===== src/rtl/h264_stream_pkg.sv =====
// Shared types and geometry for the H.264 MM2S stream path.
package h264_stream_pkg;

  typedef enum logic [1:0] {
    ST_IDLE  = 2'd0,
    ST_RUN   = 2'd1,
    ST_DRAIN = 2'd2
  } state_t;

  localparam int PIX_W       = 8;
  localparam int MB_DIM      = 16;
  localparam int FIFO_WORD_W = 8 * PIX_W;
  localparam int ROW_W       = MB_DIM * PIX_W;
  localparam int ROW_IDX_W   = 4;

endpackage


===== src/rtl/h264_mm2s_mb_row_unpacker.sv =====
// Pairs 64-bit FIFO words into 128-bit macroblock rows and tags them with raster MB position.
// state | meaning
// IDLE  | waiting for start with non-zero cfg
// RUN   | popping word pairs and forming rows
// DRAIN | final row loaded, waiting for encoder to take it
module h264_mm2s_mb_row_unpacker
  import h264_stream_pkg::*;
#(
  parameter int MB_COLS_W = 8,
  parameter int MB_ROWS_W = 8
) (
  input  logic                   H264_ACLK,
  input  logic                   H264_ARESETN,
  input  logic                   start_i,
  input  logic [MB_COLS_W-1:0]   cfg_mb_cols_i,
  input  logic [MB_ROWS_W-1:0]   cfg_mb_rows_i,
  output logic                   busy_o,
  output logic                   frame_done_o,
  input  logic                   H264_RVALID_I,
  input  logic [FIFO_WORD_W-1:0] H264_RDATA_I,
  output logic                   H264_RREADY_O,
  output logic                   row_valid_o,
  input  logic                   row_ready_i,
  output logic [ROW_W-1:0]       row_data_o,
  output logic [ROW_IDX_W-1:0]   row_idx_o,
  output logic [MB_COLS_W-1:0]   mb_x_o,
  output logic [MB_ROWS_W-1:0]   mb_y_o,
  output logic                   mb_first_o,
  output logic                   mb_last_o,
  output logic                   frame_last_o
);

  state_t                 r_state;
  state_t                 w_state_nxt;
  logic                   r_phase;
  logic [FIFO_WORD_W-1:0] r_lo;
  logic [MB_COLS_W-1:0]   r_cols;
  logic [MB_ROWS_W-1:0]   r_rows;
  logic [ROW_IDX_W-1:0]   r_cnt_row;
  logic [MB_COLS_W-1:0]   r_cnt_x;
  logic [MB_ROWS_W-1:0]   r_cnt_y;
  logic                   r_row_valid;
  logic [ROW_W-1:0]       r_row_data;
  logic [ROW_IDX_W-1:0]   r_row_idx;
  logic [MB_COLS_W-1:0]   r_mb_x;
  logic [MB_ROWS_W-1:0]   r_mb_y;
  logic                   r_frame_last;
  logic                   r_frame_done;

  logic w_start_ok;
  logic w_rready;
  logic w_pop;
  logic w_lo_acc;
  logic w_hi_acc;
  logic w_row_hs;
  logic w_row_wrap;
  logic w_col_wrap;
  logic w_last_in;

  assign w_start_ok = start_i && (cfg_mb_cols_i != '0) && (cfg_mb_rows_i != '0);
  assign w_pop      = H264_RVALID_I && w_rready;
  assign w_lo_acc   = w_pop && !r_phase;
  assign w_hi_acc   = w_pop && r_phase;
  assign w_row_hs   = r_row_valid && row_ready_i;
  assign w_row_wrap = (r_cnt_row == ROW_IDX_W'(MB_DIM - 1));
  assign w_col_wrap = (r_cnt_x == r_cols - MB_COLS_W'(1));
  assign w_last_in  = w_row_wrap && w_col_wrap && (r_cnt_y == r_rows - MB_ROWS_W'(1));

  always_comb begin
    w_state_nxt = r_state;
    w_rready    = 1'b0;
    case (r_state)
      ST_IDLE: begin
        if (w_start_ok) w_state_nxt = ST_RUN;
      end
      ST_RUN: begin
        // a lo word can always be taken; a hi word needs the output slot free or draining
        w_rready = !r_phase || !r_row_valid || row_ready_i;
        if (H264_RVALID_I && w_rready && r_phase && w_last_in) w_state_nxt = ST_DRAIN;
      end
      ST_DRAIN: begin
        if (w_row_hs) w_state_nxt = ST_IDLE;
      end
      default: w_state_nxt = ST_IDLE;
    endcase
  end

  always_ff @(posedge H264_ACLK) begin
    if (!H264_ARESETN) begin
      r_state      <= ST_IDLE;
      r_phase      <= 1'b0;
      r_lo         <= '0;
      r_cols       <= '0;
      r_rows       <= '0;
      r_cnt_row    <= '0;
      r_cnt_x      <= '0;
      r_cnt_y      <= '0;
      r_row_valid  <= 1'b0;
      r_row_data   <= '0;
      r_row_idx    <= '0;
      r_mb_x       <= '0;
      r_mb_y       <= '0;
      r_frame_last <= 1'b0;
      r_frame_done <= 1'b0;
    end else begin
      r_state      <= w_state_nxt;
      r_frame_done <= (r_state == ST_DRAIN) && w_row_hs;

      if ((r_state == ST_IDLE) && w_start_ok) begin
        r_cols    <= cfg_mb_cols_i;
        r_rows    <= cfg_mb_rows_i;
        r_cnt_row <= '0;
        r_cnt_x   <= '0;
        r_cnt_y   <= '0;
        r_phase   <= 1'b0;
      end

      if (w_lo_acc) begin
        r_lo    <= H264_RDATA_I;
        r_phase <= 1'b1;
      end

      if (w_hi_acc) begin
        r_phase <= 1'b0;
        if (w_row_wrap) begin
          r_cnt_row <= '0;
          if (w_col_wrap) begin
            r_cnt_x <= '0;
            r_cnt_y <= r_cnt_y + MB_ROWS_W'(1);
          end else begin
            r_cnt_x <= r_cnt_x + MB_COLS_W'(1);
          end
        end else begin
          r_cnt_row <= r_cnt_row + ROW_IDX_W'(1);
        end
      end

      // reload in the same cycle as a drain keeps the 1-row-per-2-cycles rate
      if (w_hi_acc) begin
        r_row_valid  <= 1'b1;
        r_row_data   <= {H264_RDATA_I, r_lo};
        r_row_idx    <= r_cnt_row;
        r_mb_x       <= r_cnt_x;
        r_mb_y       <= r_cnt_y;
        r_frame_last <= w_last_in;
      end else if (w_row_hs) begin
        r_row_valid <= 1'b0;
      end
    end
  end

  assign busy_o        = (r_state != ST_IDLE);
  assign frame_done_o  = r_frame_done;
  assign H264_RREADY_O = w_rready;
  assign row_valid_o   = r_row_valid;
  assign row_data_o    = r_row_data;
  assign row_idx_o     = r_row_idx;
  assign mb_x_o        = r_mb_x;
  assign mb_y_o        = r_mb_y;
  assign mb_first_o    = (r_row_idx == '0);
  assign mb_last_o     = (r_row_idx == ROW_IDX_W'(MB_DIM - 1));
  assign frame_last_o  = r_frame_last;

endmodule


===== config.mk =====
export PLATFORM = sky130hd
export DESIGN_NAME = h264_mm2s_mb_row_unpacker
export DESIGN_NICKNAME = d
export VERILOG_FILES = /design/src/rtl/h264_stream_pkg.sv /design/src/rtl/h264_mm2s_mb_row_unpacker.sv
export SDC_FILE = /design/constraint.sdc
export NUM_CORES = 1
export LEC_CHECK = 0
export ABC_AREA = 1
export BUFFER_PORTS_ARGS = -buffer_cell sky130_fd_sc_hd__buf_2
export CORE_MARGIN = 1
export CORE_UTILIZATION = 45
export DETAILED_ROUTE_END_ITERATION = 12
export GPL_ROUTABILITY_DRIVEN = 0
export HOLD_SLACK_MARGIN = 0.12
export PLACE_DENSITY = 0.66
export SETUP_SLACK_MARGIN = 0.5
export SLEW_MARGIN = 20
export SYNTH_ARGS = -nofsm -noshare
export SYNTH_HDL_FRONTEND = slang
export SYNTH_SLANG_ARGS = --single-unit

===== constraint.sdc =====
create_clock -name H264_ACLK -period 2.14 [get_ports H264_ACLK]
set_clock_uncertainty 0.05 [all_clocks]
set_input_delay 0.107 -clock H264_ACLK [delete_from_list [all_inputs] [get_ports H264_ACLK]]
set_output_delay 0.107 -clock H264_ACLK [all_outputs]
set_load 0.01 [all_outputs]

==> impl_metrics.toml <==
[detailed_routing]
first_pass_iters = 5
drt.antenna.violating_nets = 0
first_iter_violations = 460
viasPerCell = 5.14
wirelength_um = 32000
routed-via-count = 9841
drc_errors = 0
avgRoutedWirePerCell_um = 16.7

[synth]
yosysTopAreaCell = "dfxtp_1"
yosys.area.top_type_share_pct = 52.4
synth-seq-area-share_pct = 52.4
yosysWarnings = 0
synth_top_flop_cell = "dfxtp_1"
synth-seq-cells = 254
syn_area_sq_um = 9710
synthArstFlopShare_pct = 0
synthCells = 1294
synth_cell_types = 32
synth_area_per_cell_sq_um = 7.50
synth_edf_count = 0
syn_nets = 1384
synthTopCellsByArea = "dfxtp_1 52%, nand2_1 14%, a21oi_1 9.6%, nor2_1 6.4%, o21ai_0 5.3%"

[setup_path]
path_class = "reg2reg"
path_depth = 11
cp_slowest_stage_delay_ns = 0.36
crit_required_ns = 2.55
critical_path_buf_inv_count = 0
worstPathCellList = "ha_2, nand2_2, nor2_4, nand2_1, nor2_1, nand3_1, nor2_1, nand2_1, nor2_2, nand3_1, a21oi_1"
path_max_fanout = 4
timing.reg2reg.worst_path_depth = 11
crit_path_end_kind = "flip-flop"
crit_slowest_cell = "dfxtp_2"
cp.arrival_ns = 2.22
start_kind = "flip-flop"
critPathTopFamily = "simple AND/OR/NAND/NOR gates"

[timing]
hold_violations = 0
setup_viol = 0
fin_crit_sh_pct = 84.7
rsz0062_at_grt = "yes"
slew_headroom_pct = 37.3
worst_slew_pin_slew_ns = 0.941
slew_viol_final = 0
finalCriticalPeriod_ns = 1.81
timing.fmax_mhz = 552

[power]
pwr-share-comb_pct = 8.9
intPower_mw = 8.21
irDropWorstVdd_mv = 0.533
p_sw_share_pct = 23.9
fin_total_pwr_mw = 10.8
p_seq_share_pct = 45.7
p_clk_share_pct = 45.4
p_switching_mw = 2.58
p_leak_nw = 6.06
p_per_area_nw_per_um2 = 763

[cts]
cts_root_buf = "clkbuf_16"
cts.clk_slew.worst_paths_ns = 0.06
clock_path_buffers = 3
clock_latency_ns = 0.53
cts-htree-levels = 1
cts_made_buffers = 27
cts.sinks = 254
cts_tree = "done"

[worst_hold_path]
hold_path.class = "in2reg"
hold_depth = 5

[die]
die_y_um = 149
num_rows = 53
core_area_sq_um = 21100
die-width_um = 149
initial_core_util_pct = 46.0
num_io_pins = 240
die-area_sq_um = 22200

[finish]
drive_gt1_share_pct = 29.0
layout.nets = 1708
utilization_pct = 67.1
fill_cells = 1751
diodes = 0
area_growth_pct = 45.7

[status]
outcome = "completed"

[global_route]
grt_max_degree = 101
antenna_found_initial = 0
grt-ovfl-total = 0
grt_pass1_vias = 9064
grt_pass1_wl_um = 46000
grt.total_usage_pct = 25.7

[placed_design]
portBuffers = 239
dpl.hpwl_um = 16600

[job]
cap_violations = 0
-- routing by layer --
metal	track usage, %	wire (um)
met2	44.1	15400
met5	0	0
met4	8.37	991
met1	32.1	13400
met3	5.11	2120
-- layout make-up --
cell class	instances	area [sq um]	share of cell area (%)
Inverter	54	230	1.63
Multi-Input combinational cell	907	4570	32.3
Timing Repair Buffer	374	2970	21.0
Sequential cell	254	5100	36.0
Clock inverter	13	174	1.23
Tap cell	275	344	2.43
Clock buffer	37	753	5.33
-- layout by cell type, fill, tap and decap left out, drive strengths merged, types with 9 or more instances in the layout --
cell,Yosys,final
dfxtp,254,254
a21oi,186,186
inv,54,54
clkbuf,45,48
o21ai,103,103
dlygate4sd3,0,82
nor2,168,168
nand3,49,49
buf,34,281
xor2,9,9
nand2,358,358
-- cell families after synthesis --
family / share of synthesized area (%)
AND/OR/NAND/NOR: 24.7
buffers and inverters: 5.72
flip-flops: 52.4
AO/OA/AOI/OAI: 15.1
adder cells (fa/ha/maj): 0.644
XOR/XNOR: 1.44
-- power groups by stage --
stage | logic (mW) | registers (mW) | clock network, mW
floorplan | 0.454 | 5.02 | 0
global placement | 0.700 | 5.03 | 0
detailed placement | 0.706 | 5.03 | 0
CTS | 0.865 | 4.93 | 4.96
global route | 1.05 | 4.95 | 5.15
finish | 0.956 | 4.93 | 4.90
-- synthesized netlist by cell type (2+ instances only) --
cell type  count
nand2_1      353
dfxtp_1      254
a21oi_1      186
nor2_1       166
o21ai_0      102
inv_1         50
nand3_1       46
clkbuf_1      44
buf_2         28
xor2_1         9
xnor2_1        7
nor3_1         6
nor4_1         6
ha_1           5
buf_1          4
inv_2          4
nand2_2        4
nand3_2        3
nand3b_1       3
o211ai_1       2
-- what timing repair did --
| action | in CTS | in global routing |
|---|---|---|
| hold buffers | 82 | 0 |
| pin swaps | 8 | 32 |
| endpoints found under the setup margin | 224 | 154 |
| resized for setup | 44 | 131 |
| setup buffers | 10 | 8 |
| hold endpoints to repair | 156 | 0 |
| gates cloned | 7 | 14 |
-- state kept, by name, indices dropped and copies added, names as in the netlist --
register,cells
frame_done_o,1
frame_last_o,1
mb_x_o,8
mb_y_o,8
r_cnt_row,4
r_cnt_x,8
r_cnt_y,8
r_cols,8
r_lo,64
r_phase,1
r_rows,8
r_state,2
row_data_o,128
row_idx_o,4
row_valid_o,1
-- final timing paths --
path                  from        endpoint  slack, ns
min          H264_RVALID_I         r_phase       0.14
max           r_cnt_row[1]      r_state[1]       0.33
min reg2reg       r_lo[16]  row_data_o[16]       0.41
max reg2reg   r_cnt_row[1]      r_state[1]       0.33
-- worst reg2reg max path: cells and delay by family, from the launching register on --
| kind | cells | cell delay (ns) |
|---|---|---|
| AOI/OAI and AO/OA | 1 | 0.16 |
| adders and majority gates | 1 | 0.19 |
| DFF | 1 | 0.36 |
| and+or+nand+nor | 9 | 0.97 |
-- metrics by stage --
stage | hold slack [ns] | area (sq um) | TNS (ns) | instances | worst slack, ns
2_1_floorplan | 0.192 | 9730 | 0 | 1294 | 0.346
3_3_place_gp | 0.296 | 11100 | -0.00713 | 1743 | -0.00713
3_5_place_dp | 0.305 | 11100 | -0.0138 | 1743 | -0.0138
4_1_cts | 0.125 | 13300 | 0 | 1892 | 0.332
5_1_grt | 0.202 | 14100 | 0 | 1914 | 0.161
6_report | 0.137 | 14100 | 0 | 1914 | 0.328
(Power assumes the default switching activity.)
